--- src/rtl/g8_sim_pkg.sv ---
// ============================================================================
// Module  : g8_sim_pkg
// Brief   : Shared run-state encoding, halt-cause codes and SYSTEM encodings.
// Rev     : 1.0
// ============================================================================
`default_nettype none

package g8_sim_pkg;

    typedef enum logic [2:0] {
        ST_IDLE    = 3'd0,
        ST_RESET   = 3'd1,
        ST_RUN     = 3'd2,
        ST_DUMP_RD = 3'd3,
        ST_DUMP_TX = 3'd4,
        ST_DONE    = 3'd5
    } run_state_t;

    localparam logic [1:0] c_CAUSE_TIMEOUT = 2'd0;
    localparam logic [1:0] c_CAUSE_EBREAK  = 2'd1;
    localparam logic [1:0] c_CAUSE_ECALL   = 2'd2;
    localparam logic [1:0] c_CAUSE_LOOP    = 2'd3;

    localparam logic [31:0] c_EBREAK_INSN = 32'h0010_0073;
    localparam logic [31:0] c_ECALL_INSN  = 32'h0000_0073;

endpackage

`default_nettype wire

--- src/rtl/halt_detector_g8.sv ---
// ============================================================================
// Module  : halt_detector_g8
// Brief   : End-of-program detection: SYSTEM insns, PC self-loop, timeout.
// Rev     : 1.0
// ============================================================================
`default_nettype none

module halt_detector_g8 #(
    parameter int XLEN           = 32,
    parameter int TIMEOUT_CYCLES = 200,
    parameter int LOOP_THRESH    = 4,
    parameter int CNT_W          = 32
) (
    input  logic             clk,
    input  logic             rst,
    input  logic             clear,
    input  logic             en,
    input  logic             retire_valid,
    input  logic [XLEN-1:0]  retire_pc,
    input  logic [31:0]      retire_insn,
    input  logic [CNT_W-1:0] cycle_count,
    output logic             halt,
    output logic [1:0]       cause
);
    import g8_sim_pkg::*;

    localparam int RUN_W = $clog2(LOOP_THRESH + 1);
    localparam logic [RUN_W-1:0] c_LOOP_THRESH = RUN_W'(LOOP_THRESH);
    localparam logic [CNT_W-1:0] c_LAST_CYCLE  = CNT_W'(TIMEOUT_CYCLES - 1);

    logic [XLEN-1:0]  r_last_pc;
    logic [RUN_W-1:0] r_run_len;
    logic [RUN_W-1:0] w_run_next;
    logic             w_ebreak;
    logic             w_ecall;
    logic             w_loop;
    logic             w_timeout;

    // r_run_len == 0 means no retirement seen yet in this run.
    assign w_run_next = (r_run_len != '0 && retire_pc == r_last_pc) ? r_run_len + 1'b1
                                                                     : RUN_W'(1);

    assign w_ebreak  = en && retire_valid && (retire_insn == c_EBREAK_INSN);
    assign w_ecall   = en && retire_valid && (retire_insn == c_ECALL_INSN);
    assign w_loop    = en && retire_valid && (w_run_next >= c_LOOP_THRESH);
    // cycle_count still holds the pre-increment value during the final RUN cycle.
    assign w_timeout = en && (cycle_count >= c_LAST_CYCLE);

    always_comb begin
        halt  = w_ebreak || w_ecall || w_loop || w_timeout;
        cause = c_CAUSE_TIMEOUT;
        if (w_ebreak)
            cause = c_CAUSE_EBREAK;
        else if (w_ecall)
            cause = c_CAUSE_ECALL;
        else if (w_loop)
            cause = c_CAUSE_LOOP;
    end

    always_ff @(posedge clk or posedge rst) begin
        if (rst) begin
            r_last_pc <= '0;
            r_run_len <= '0;
        end else if (clear) begin
            r_last_pc <= '0;
            r_run_len <= '0;
        end else if (en && retire_valid) begin
            r_last_pc <= retire_pc;
            r_run_len <= w_run_next;
        end
    end

endmodule

`default_nettype wire

--- src/rtl/run_controller_g8.sv ---
// ============================================================================
// Module  : run_controller_g8
// Brief   : Core reset sequencing, halt detection and register dump streaming.
// Rev     : 1.0
// ============================================================================
`default_nettype none

module run_controller_g8 #(
    parameter int XLEN           = 32,
    parameter int NREGS          = 32,
    parameter int RST_CYCLES     = 2,
    parameter int TIMEOUT_CYCLES = 200,
    parameter int LOOP_THRESH    = 4,
    parameter int CNT_W          = 32
) (
    input  logic                      clk,
    input  logic                      rst,
    input  logic                      start,
    input  logic                      retire_valid,
    input  logic [XLEN-1:0]           retire_pc,
    input  logic [31:0]               retire_insn,
    output logic                      core_rst,
    output logic                      core_stall,
    output logic [$clog2(NREGS)-1:0]  rf_rd_addr,
    input  logic [XLEN-1:0]           rf_rd_data,
    output logic                      dump_valid,
    input  logic                      dump_ready,
    output logic [$clog2(NREGS)-1:0]  dump_idx,
    output logic [XLEN-1:0]           dump_data,
    output logic                      done,
    output logic [1:0]                halt_cause,
    output logic [CNT_W-1:0]          cycle_count,
    output logic [CNT_W-1:0]          retired_count
);
    import g8_sim_pkg::*;

    localparam int IDX_W = $clog2(NREGS);
    localparam int RC_W  = (RST_CYCLES > 1) ? $clog2(RST_CYCLES) : 1;
    localparam logic [RC_W-1:0]  c_RST_LAST = RC_W'(RST_CYCLES - 1);
    localparam logic [IDX_W-1:0] c_LAST_IDX = IDX_W'(NREGS - 1);

    run_state_t        r_state;
    run_state_t        w_state_next;
    logic [RC_W-1:0]   r_rst_cnt;
    logic [CNT_W-1:0]  r_cycle_count;
    logic [CNT_W-1:0]  r_retired_count;
    logic [1:0]        r_halt_cause;
    logic [IDX_W-1:0]  r_dump_idx;
    logic [XLEN-1:0]   r_dump_data;
    logic              w_start_ok;
    logic              w_run;
    logic              w_halt;
    logic [1:0]        w_cause;

    assign w_start_ok = start && (r_state == ST_IDLE || r_state == ST_DONE);
    assign w_run      = (r_state == ST_RUN);

    halt_detector_g8 #(
        .XLEN           (XLEN),
        .TIMEOUT_CYCLES (TIMEOUT_CYCLES),
        .LOOP_THRESH    (LOOP_THRESH),
        .CNT_W          (CNT_W)
    ) u_halt_detector (
        .clk          (clk),
        .rst          (rst),
        .clear        (w_start_ok),
        .en           (w_run),
        .retire_valid (retire_valid),
        .retire_pc    (retire_pc),
        .retire_insn  (retire_insn),
        .cycle_count  (r_cycle_count),
        .halt         (w_halt),
        .cause        (w_cause)
    );

    always_ff @(posedge clk or posedge rst) begin
        if (rst)
            r_state <= ST_IDLE;
        else
            r_state <= w_state_next;
    end

    always_comb begin
        w_state_next = r_state;
        core_rst     = 1'b0;
        core_stall   = 1'b0;
        dump_valid   = 1'b0;
        done         = 1'b0;
        case (r_state)
            ST_IDLE: begin
                core_rst = 1'b1;
                if (start)
                    w_state_next = ST_RESET;
            end
            ST_RESET: begin
                core_rst = 1'b1;
                if (r_rst_cnt == c_RST_LAST)
                    w_state_next = ST_RUN;
            end
            ST_RUN: begin
                if (w_halt)
                    w_state_next = ST_DUMP_RD;
            end
            ST_DUMP_RD: begin
                core_stall   = 1'b1;
                w_state_next = ST_DUMP_TX;
            end
            ST_DUMP_TX: begin
                core_stall = 1'b1;
                dump_valid = 1'b1;
                if (dump_ready)
                    w_state_next = (r_dump_idx == c_LAST_IDX) ? ST_DONE : ST_DUMP_RD;
            end
            ST_DONE: begin
                core_stall = 1'b1;
                done       = 1'b1;
                if (start)
                    w_state_next = ST_RESET;
            end
            default: begin
                core_rst     = 1'b1;
                w_state_next = ST_IDLE;
            end
        endcase
    end

    always_ff @(posedge clk or posedge rst) begin
        if (rst) begin
            r_rst_cnt       <= '0;
            r_cycle_count   <= '0;
            r_retired_count <= '0;
            r_halt_cause    <= '0;
            r_dump_idx      <= '0;
            r_dump_data     <= '0;
        end else begin
            case (r_state)
                ST_IDLE, ST_DONE: begin
                    if (start) begin
                        r_rst_cnt       <= '0;
                        r_cycle_count   <= '0;
                        r_retired_count <= '0;
                    end
                end
                ST_RESET: r_rst_cnt <= r_rst_cnt + 1'b1;
                ST_RUN: begin
                    if (r_cycle_count != '1)
                        r_cycle_count <= r_cycle_count + 1'b1;
                    if (retire_valid)
                        r_retired_count <= r_retired_count + 1'b1;
                    if (w_halt) begin
                        r_halt_cause <= w_cause;
                        r_dump_idx   <= '0;
                    end
                end
                ST_DUMP_RD: r_dump_data <= rf_rd_data;
                ST_DUMP_TX: begin
                    if (dump_ready && r_dump_idx != c_LAST_IDX)
                        r_dump_idx <= r_dump_idx + 1'b1;
                end
                default: ;
            endcase
        end
    end

    assign rf_rd_addr    = r_dump_idx;
    assign dump_idx      = r_dump_idx;
    assign dump_data     = r_dump_data;
    assign halt_cause    = r_halt_cause;
    assign cycle_count   = r_cycle_count;
    assign retired_count = r_retired_count;

endmodule

`default_nettype wire
--- config.mk ---
export PLATFORM = sky130hd
export DESIGN_NAME = run_controller_g8
export DESIGN_NICKNAME = d
export VERILOG_FILES = /design/src/rtl/g8_sim_pkg.sv /design/src/rtl/halt_detector_g8.sv /design/src/rtl/run_controller_g8.sv
export SDC_FILE = /design/constraint.sdc
export NUM_CORES = 1
export LEC_CHECK = 0
export ABC_AREA = 1
export CORE_MARGIN = 3
export CORE_UTILIZATION = 53
export CTS_CLUSTER_DIAMETER = 50
export DETAILED_ROUTE_END_ITERATION = 10
export PLACE_DENSITY = 0.87
export SYNTH_ARGS = -nofsm -noshare
export SYNTH_HDL_FRONTEND = slang
export SYNTH_SLANG_ARGS = --single-unit
--- constraint.sdc ---
create_clock -name clk -period 10.2 [get_ports clk]
set_clock_uncertainty 0.05 [all_clocks]
set_input_delay 2.04 -clock clk [delete_from_list [all_inputs] [get_ports clk]]
set_output_delay 2.04 -clock clk [all_outputs]
set_load 0.05 [all_outputs]
==> impl_metrics.py, run 1 <==
metrics = {
    "status": {
        "status": "completed",
    },
    "layout": {
        "final_area_um2": 10700,
        "n_antenna_cell": 0,
        "fill_cells": 1059,
        "nets": 1303,
        "drive_gt1_frac": 0.0870,
        "area.sequential_um2": 3550,
        "multiInputGateArea_um2": 3690,
        "final_core_util": 0.751,
        "syn_to_final_growth_pct": 35.3,
    },
    "routing": {
        "wl_um": 22800,
        "final_antenna_net_count": 0,
        "viasPerCell": 5.56,
        "first_pass_iters": 8,
        "drt_iter0_drc": 564,
        "drc": 0,
        "vias": 7715,
        "wl_per_cell_um": 16.4,
    },
    "cts": {
        "post-cts-setup-buffer-count": 0,
        "root_buffer": "clkbuf_16",
        "cts_resized": 0,
        "postCtsHoldBufs": 0,
        "cts_buffer_depth": 2,
        "cts.clk_slew.worst_paths_ps": 60,
        "clkSinkCount": 142,
        "worstSkewPairLatency_ps": 420,
        "cts_made_buffers": 17,
        "htreeDepth": 4,
        "cts_tree": "done",
    },
    "synth": {
        "yosysWarnings": 0,
        "synth.top_cell.area_share": 0.451,
        "synth_cells": 987,
        "synth_common_cells": "nand2_1 (223), dfrtp_1 (142), nor2_1 (128)",
        "yosysUniqueCellTypes": 41,
        "ys_seq_area_frac": 0.451,
        "synth_edf_count": 0,
        "async_flop_share": 1.00,
        "synth_nets": 1096,
        "yosys-top-cells-area": "dfrtp_1 (45%), nand2_1 (11%), nor2_1 (6.1%)",
        "yosys.area.top_type": "dfrtp_1",
        "synthFlopType": "dfrtp_1",
        "ys_seq_elements": 142,
        "yosysMostFrequentCell": "nand2_1",
        "synth_area_per_cell_um2": 7.98,
        "synth.cell_area_um2": 7880,
    },
    "timing": {
        "setup_slack_ps": 5580,
        "timing.final.crit_share": 0.453,
        "final.setup.tns_ps": 0,
        "maxSlewViolCount": 0,
        "finalCriticalPeriod_ps": 4620,
        "rsz0062_at_grt": "no",
        "slew_headroom": 0.447,
        "worst_pin_slew_ps": 827,
        "fmax_ghz": 0.216,
        "finalSetupViolCount": 0,
        "hold_viol_final": 0,
    },
    "worst_setup_path": {
        "critPathTopFamily": "simple AND/OR/NAND/NOR gates",
        "required_ps": 10490,
        "worst-path-max-fanout": 39,
        "crit_arrival_ps": 4910,
        "cp_num_buf_inv": 2,
        "rr_worst_depth": 10,
        "cp_num_cells": 9,
        "r2r_start": "r_state[2]",
        "path_class": "primary input to flip-flop",
        "cp_cell_sequence": "clkdlybuf4s50_1 > nand2_2 > nand2_2 > inv_2 > nor2_1 > nand3_1 > nor2_1 > o21ai_0 > a21oi_1",
        "cp-start-kind": "primary input",
        "end_kind": "flip-flop",
        "critPathMaxStageDelay_ps": 800,
        "slowest_stage": "nand2_2",
        "crit_start": "start",
    },
    "floorplanning": {
        "die_h_um": 128,
        "coreArea_um2": 14200,
        "die_x_um": 128,
        "start_util": 0.555,
        "num_rows": 43,
        "io_pins": 213,
        "die-area_um2": 16400,
    },
    "placed_design": {
        "io_buffers": 212,
        "place_worst_setup_slack_ps": 5240,
        "post-dp-hpwl_um": 16300,
        "place_congestion": 0.952,
        "place_area_um2": 10100,
    },
    "grt": {
        "grt_pass1_vias": 7770,
        "grt_max_degree": 82,
        "grt_usage": 0.283,
        "antenna_found_initial": 0,
        "grt_pass1_wl_um": 37200,
        "grt-ovfl-total": 0,
    },
    "min_path": {
        "whs_path_depth": 1,
        "hold_path.class": "flip-flop to flip-flop",
        "hold_start": "r_rst_cnt",
    },
    "pwr": {
        "seqPwrFrac": 0.315,
        "pwr-share-comb": 0.457,
        "switching_share": 0.435,
        "report.power.total_w": 0.00259,
        "net-switching-power_w": 0.00112,
        "p_per_area_nw_per_um2": 243,
        "ir_drop_v": 0.000228,
        "intPower_w": 0.00146,
        "p_leak_nw": 4.66,
        "clockPowerShare": 0.228,
    },
    "flow_run": {
        "maxCapViolations": 0,
    },
}
==> stage by stage <==
| stage | hold WS [ps] | cells |
|---|---|---|
| floorplan | 409 | 987 |
| global placement | 424 | 1355 |
| detailed placement | 436 | 1355 |
| CTS | 443 | 1387 |
| global route | 466 | 1387 |
| finish | 445 | 1387 |
==> cell usage in the layout (no fill, tap or decap), types with 2 or more instances in the layout <==
master	n
clkdlybuf4s50_1	212
a21oi_1	32
nand2_1	223
clkbuf_1	2
nor3b_1	5
nor2_1	128
o21ai_0	30
nor3_1	35
ha_1	8
xnor2_1	12
buf_4	3
or2_2	3
clkinv_2	4
nand2_4	3
mux2_2	32
clkbuf_16	17
o22ai_1	28
dfrtp_1	142
nand4_1	32
nor4_1	5
nor2_2	8
a22o_1	9
xor2_1	19
o31ai_1	8
clkinv_4	7
nor3_2	5
o21ai_1	7
nand3_1	41
a31oi_1	4
inv_1	117
nand2_2	4
clkinvlp_4	2
inv_2	7
==> worst reg2reg max path, stage by stage, from the launching register on <==
cell	delay [ps]
dfrtp_1	510
nand2_2	150
o21ai_2	170
nand2_2	410
nand2_2	810
inv_2	410
nor2_1	220
nand3_1	110
nor2_1	150
o21ai_0	110
a21oi_1	170
==> sequential cells by signal, summed over array words and instances (netlist names) <==
name and flops:
cycle_count 32, dump_data 32, dump_idx 5, halt_cause 2
r_rst_cnt 1, r_state 3, retired_count 32, u_halt_detector.r_last_pc 32
u_halt_detector.r_run_len 3
==> per-layer routing <==
layer | global-route usage | vias up | routed length (µm)
li1 | - | 3656 | -
met1 | 0.359 | 3669 | 9180
met2 | 0.470 | 346 | 11100
met3 | 0.0813 | 44 | 2050
met4 | 0.0905 | 0 | 492
met5 | 0 | - | 0
==> worst paths after layout <==
path | to | slack (ps)
worst max-delay path | retired_count[12] | 5580
worst min-delay path | r_rst_cnt | 450
worst max register to register | retired_count[12] | 6840
worst min register to register | r_rst_cnt | 450
max in group asynchronous | retired_count[11] | 6750
min in group asynchronous | u_halt_detector.r_last_pc[4] | 2070
==> final cells by class <==
cell class                      count  area share
Clock buffer                       20      0.0419
Multi-Input combinational cell    691       0.346
Sequential cell                   142       0.333
Clock inverter                     12      0.0109
Tap cell                          180      0.0211
Inverter                          127      0.0454
Timing Repair Buffer              215       0.201
==> kinds of logic after synthesis <==
kind of cell	after synthesis	share of synthesized area
AO/OA/AOI/OAI	122	0.0923
multiplexers	32	0.0457
XOR/XNOR	31	0.0345
buffers and inverters	154	0.0807
AND/OR/NAND/NOR	498	0.283
adder cells (fa/ha/maj)	8	0.0127
flip-flops	142	0.451
==> power groups by stage <==
stage / combinational (W) / sequential, W / clock, W
after floorplan: 0.000512 / 0.00112 / 0
after global placement: 0.00115 / 0.000809 / 0
after detailed placement: 0.00117 / 0.000818 / 0
after CTS: 0.00119 / 0.000813 / 0.000593
after global routing: 0.00126 / 0.000833 / 0.000620
final: 0.00118 / 0.000815 / 0.000590
Power figures use the tool's default switching activity.
==> run 2: changes to the inputs <==
--- a/config.mk
+++ b/config.mk
@@ -7,10 +7,10 @@
 export LEC_CHECK = 0
 export ABC_AREA = 1
 export CORE_MARGIN = 3
-export CORE_UTILIZATION = 53
+export CORE_UTILIZATION = 49
 export CTS_CLUSTER_DIAMETER = 50
 export DETAILED_ROUTE_END_ITERATION = 10
-export PLACE_DENSITY = 0.87
+export PLACE_DENSITY = 0.81
 export SYNTH_ARGS = -nofsm -noshare
 export SYNTH_HDL_FRONTEND = slang
 export SYNTH_SLANG_ARGS = --single-unit
==> constraint.sdc (replaced) <==
create_clock -name clk -period 4.43 [get_ports clk]
set_clock_uncertainty 0.05 [all_clocks]
set_input_delay 0.886 -clock clk [delete_from_list [all_inputs] [get_ports clk]]
set_output_delay 0.886 -clock clk [all_outputs]
set_load 0.05 [all_outputs]
==> impl_metrics.py, run 2 (synthesized netlist as in run 1, its figures left out) <==
metrics = {
    "status": {
        "status": "completed",
    },
    "pwr": {
        "p_leak_nw": 4.69,
        "pwr-share-comb": 0.449,
        "switching_share": 0.424,
        "net-switching-power_w": 0.00256,
        "seqPwrFrac": 0.309,
        "report.power.total_w": 0.00605,
        "clockPowerShare": 0.242,
        "ir_drop_v": 0.000735,
        "p_per_area_nw_per_um2": 561,
        "intPower_w": 0.00349,
    },
    "timing": {
        "rsz0062_at_grt": "no",
        "timing.final.crit_share": 0.699,
        "final.setup.tns_ps": 0,
        "slew_headroom": 0.275,
        "hold_viol_final": 0,
        "fmax_ghz": 0.323,
        "timing.hold.ws_ps": 454,
        "worst_pin_slew_ps": 1090,
        "maxSlewViolCount": 0,
        "finalCriticalPeriod_ps": 3100,
        "finalSetupViolCount": 0,
    },
    "worst_setup_path": {
        "required_ps": 3490,
        "crit_arrival_ps": 2160,
        "rr_worst_depth": 10,
        "end_kind": "primary output",
        "worst-path-max-fanout": 4,
        "cp-start-kind": "flip-flop",
        "reg2reg_slack_ps": 1780,
        "r2r_start": "r_state[2]",
        "path_class": "flip-flop to primary output",
        "reg2reg_to": "retired_count[25]",
    },
    "routing": {
        "drc": 0,
        "wl_um": 22100,
        "first_pass_iters": 5,
        "viasPerCell": 5.30,
        "drt_iter0_drc": 551,
        "final_antenna_net_count": 0,
        "wl_per_cell_um": 15.6,
        "vias": 7532,
    },
    "floorplanning": {
        "start_util": 0.509,
        "num_rows": 45,
        "die_x_um": 133,
        "coreArea_um2": 15500,
        "die-area_um2": 17600,
        "die_h_um": 133,
        "io_pins": 213,
    },
    "grt": {
        "top_usage_layer": "met2",
        "grt_usage": 0.253,
        "grt-ovfl-total": 0,
        "grt_max_degree": 56,
        "antenna_found_initial": 0,
        "grt_use_met1": 0.324,
        "grt_pass1_wl_um": 36400,
        "grtUsageMet2": 0.416,
        "grt_pass1_vias": 7439,
        "use_met3": 0.0795,
    },
    "layout": {
        "fill_cells": 1241,
        "syn_to_final_growth_pct": 36.9,
        "final_common_cell": "nand2_1",
        "nets": 1305,
        "fin_cells": 1420,
        "n_antenna_cell": 0,
        "layout_common_cells": "nand2_1 (223), clkdlybuf4s50_1 (212), dfrtp_1 (142)",
        "drive_gt1_frac": 0.0893,
    },
    "cts": {
        "cts.clk_slew.worst_paths_ps": 60,
        "cts_tree": "done",
        "clkSinkCount": 142,
        "postCtsHoldBufs": 0,
        "root_buffer": "clkbuf_16",
        "worstSkewPairLatency_ps": 420,
        "cts_made_buffers": 17,
        "cts_resized": 0,
        "post-cts-setup-buffer-count": 0,
        "cts_buffer_depth": 2,
        "htreeDepth": 4,
    },
    "placed_design": {
        "post-dp-hpwl_um": 16400,
        "dp.cells": 1388,
        "place_congestion": 0.938,
        "io_buffers": 212,
    },
    "min_path": {
        "hold_path.class": "flip-flop to flip-flop",
        "whs_path_depth": 1,
        "hold_start": "r_rst_cnt",
        "hold_path_end": "r_rst_cnt",
    },
    "flow_run": {
        "maxCapViolations": 0,
    },
}
[run 2: worst max-delay path by stage]
stage | from | end | slack, ps | cells after the start
floorplan | rst | cycle_count[0] | 1720 | 1
global placement | retire_valid | retired_count[25] | 1420 | 8
detailed placement | retire_valid | retired_count[25] | 1370 | 8
CTS | r_state[1] | core_rst | 1300 | 3
global route | r_state[1] | dump_valid | 1230 | 4
finish | r_state[1] | dump_valid | 1330 | 4
[run 2: layer usage]
layer / part of all wire / routed length (µm)
met2: 0.48 / 10700
met1: 0.42 / 9290
met4: 0.017 / 374
met3: 0.080 / 1770
met5: 0 / 0
[run 2: metrics by stage]
| stage | utilization | setup WS, ps | instance area (µm²) |
|---|---|---|---|
| after CTS | 0.696 | 1300 | 10800 |
| after global routing | 0.696 | 1230 | 10800 |
| after global placement | 0.657 | 1420 | 10200 |
| final | 0.696 | 1330 | 10800 |
| after floorplan | - | 1720 | 7880 |
| after detailed placement | 0.657 | 1370 | 10200 |
[run 2: layout make-up]
class,count,area (µm²),area share
inverters,127,483,0.0448
flip-flops and latches,142,3550,0.330
clock inverters,13,165,0.0153
well taps,211,264,0.0245
repair buffers,217,2180,0.203
clock buffers,19,443,0.0411
multi-input cells,691,3690,0.342
[run 2: power groups by stage]
stage	clock, W	sequential (W)	combinational (W)
floorplan	0	0.00257	0.00118
global placement	0	0.00186	0.00267
detailed placement	0	0.00189	0.00271
CTS	0.00148	0.00187	0.00274
global route	0.00154	0.00191	0.00291
finish	0.00146	0.00187	0.00272
[run 2: worst max-delay path, stage by stage (launching register included)]
cell and delay, ps:
dfrtp_1 430, clkinv_2 130, nand2_2 90, nor2_1 210, clkdlybuf4s50_1 860
==> run 3: changes to the inputs <==
==> constraint.sdc (replaced) <==
create_clock -name clk -period 2.9 [get_ports clk]
set_clock_uncertainty 0.05 [all_clocks]
set_input_delay 0.58 -clock clk [delete_from_list [all_inputs] [get_ports clk]]
set_output_delay 0.58 -clock clk [all_outputs]
set_load 0.05 [all_outputs]
==> impl_metrics.py, run 3 (synthesized netlist as in run 1, its figures left out) <==
metrics = {
    "routing": {
        "first_pass_iters": 5,
        "final_antenna_net_count": 0,
        "drt_iter0_drc": 433,
        "wl_per_cell_um": 15.4,
        "vias": 7579,
        "wl_um": 21900,
        "drc": 0,
        "viasPerCell": 5.32,
    },
    "timing": {
        "worst_pin_slew_ps": 583,
        "timing.final.crit_share": 0.959,
        "maxSlewViolCount": 0,
        "finalSetupViolCount": 0,
        "timing.hold.ws_ps": 453,
        "rsz0062_at_grt": "no",
        "slew_headroom": 0.610,
        "setup_slack_ps": 119,
        "fmax_ghz": 0.360,
        "hold_viol_final": 0,
        "final.setup.tns_ps": 0,
        "finalCriticalPeriod_ps": 2780,
    },
    "grt": {
        "grt_pass1_vias": 7444,
        "grt_pass1_wl_um": 35700,
        "antenna_found_initial": 0,
        "grt_usage": 0.248,
        "grt_max_degree": 67,
        "grt-ovfl-total": 0,
    },
    "layout": {
        "final_core_util": 0.701,
        "nets": 1309,
        "multiInputGateArea_um2": 3690,
        "final_common_cell": "nand2_1",
        "syn_to_final_growth_pct": 37.7,
        "layout_common_cells": "nand2_1 (223), clkdlybuf4s50_1 (211), dfrtp_1 (142)",
        "n_antenna_cell": 0,
        "fill_cells": 1213,
        "drive_gt1_frac": 0.0940,
        "area.sequential_um2": 3550,
        "final_area_um2": 10800,
    },
    "floorplanning": {
        "coreArea_um2": 15500,
        "start_util": 0.509,
        "io_pins": 213,
        "die_h_um": 133,
        "num_rows": 45,
        "die-area_um2": 17600,
        "die_x_um": 133,
    },
    "worst_setup_path": {
        "r2r_start": "cycle_count[0]",
        "crit_start": "r_state[1]",
        "path_class": "flip-flop to primary output",
        "required_ps": 2270,
        "crit_arrival_ps": 2150,
        "worst-path-max-fanout": 4,
        "cp-start-kind": "flip-flop",
        "end_kind": "primary output",
    },
    "cts": {
        "clkSinkCount": 142,
        "cts_resized": 0,
        "root_buffer": "clkbuf_16",
        "post-cts-setup-buffer-count": 0,
        "cts_buffer_depth": 2,
        "worstSkewPairLatency_ps": 420,
        "cts.clk_slew.worst_paths_ps": 60,
        "postCtsHoldBufs": 0,
        "cts_made_buffers": 17,
        "cts_tree": "done",
        "htreeDepth": 4,
    },
    "placed_design": {
        "place_congestion": 0.903,
        "place_worst_setup_slack_ps": 395,
        "post-dp-hpwl_um": 16300,
        "io_buffers": 212,
        "place_area_um2": 10200,
    },
    "flow_run": {
        "maxCapViolations": 0,
    },
    "min_path": {
        "hold_path.class": "flip-flop to flip-flop",
        "hold_start": "dump_data[4]",
    },
    "pwr": {
        "ir_drop_v": 0.000820,
        "p_leak_nw": 4.73,
        "p_per_area_nw_per_um2": 863,
    },
    "status": {
        "status": "completed",
    },
}
[run 3: cell types whose count changed in the layout (fill, tap and decap cells not counted), sizes merged]
cell / delta
buf: +5
bufinv: +1
clkbuf: -1
clkdlybuf4s50: -1
clkinv: +2
clkinvlp: -1
inv: -1
[run 3: per-stage QoR]
stage                     total power, W  cells
after floorplan                  0.00573    987
after global placement           0.00697   1392
after detailed placement         0.00705   1392
after CTS                        0.00942   1424
after global routing             0.00984   1424
final                            0.00936   1424
[run 3: routing by layer]
metal	vias up	wire length [µm]	global-route usage
met5	-	0	0
met4	0	455	0.0820
met3	45	2010	0.0810
met2	307	10400	0.407
met1	3556	9050	0.311
li1	3671	-	-
[run 3: worst paths after layout]
path | to | slack, ps | depth (start not counted)
hold / removal | dump_data[4] | 450 | 1
setup / recovery | core_rst | 120 | 3
setup reg to reg | cycle_count[16] | 560 | 11
max in group asynchronous | u_halt_detector.r_last_pc[25] | 1630 | 3
min in group asynchronous | cycle_count[4] | 480 | 2
hold reg to reg | dump_data[4] | 450 | 1
[run 3: worst max-delay path, cell delays in order (launching register included)]
cell and delay (ps):
dfrtp_1 420, clkinv_2 160, ha_1 330, clkdlybuf4s50_1 830
[run 3: power by group]
part	internal (W)	total, W	switching (W)
Sequential	0.00250	0.00285	0.000356
Combinational	0.00150	0.00419	0.00269
Clock	0.00146	0.00233	0.000866
Total	0.00545	0.00936	0.00391
[run 3: cell type report]
| cell class | instances | share of cell area |
|---|---|---|
| timing repair buffer | 221 | 0.205 |
| clock buffer | 18 | 0.0405 |
| tap | 211 | 0.0243 |
| sequential | 142 | 0.328 |
| clock inverter | 14 | 0.0178 |
| inverter | 127 | 0.0445 |
| multi-input combinational | 691 | 0.340 |
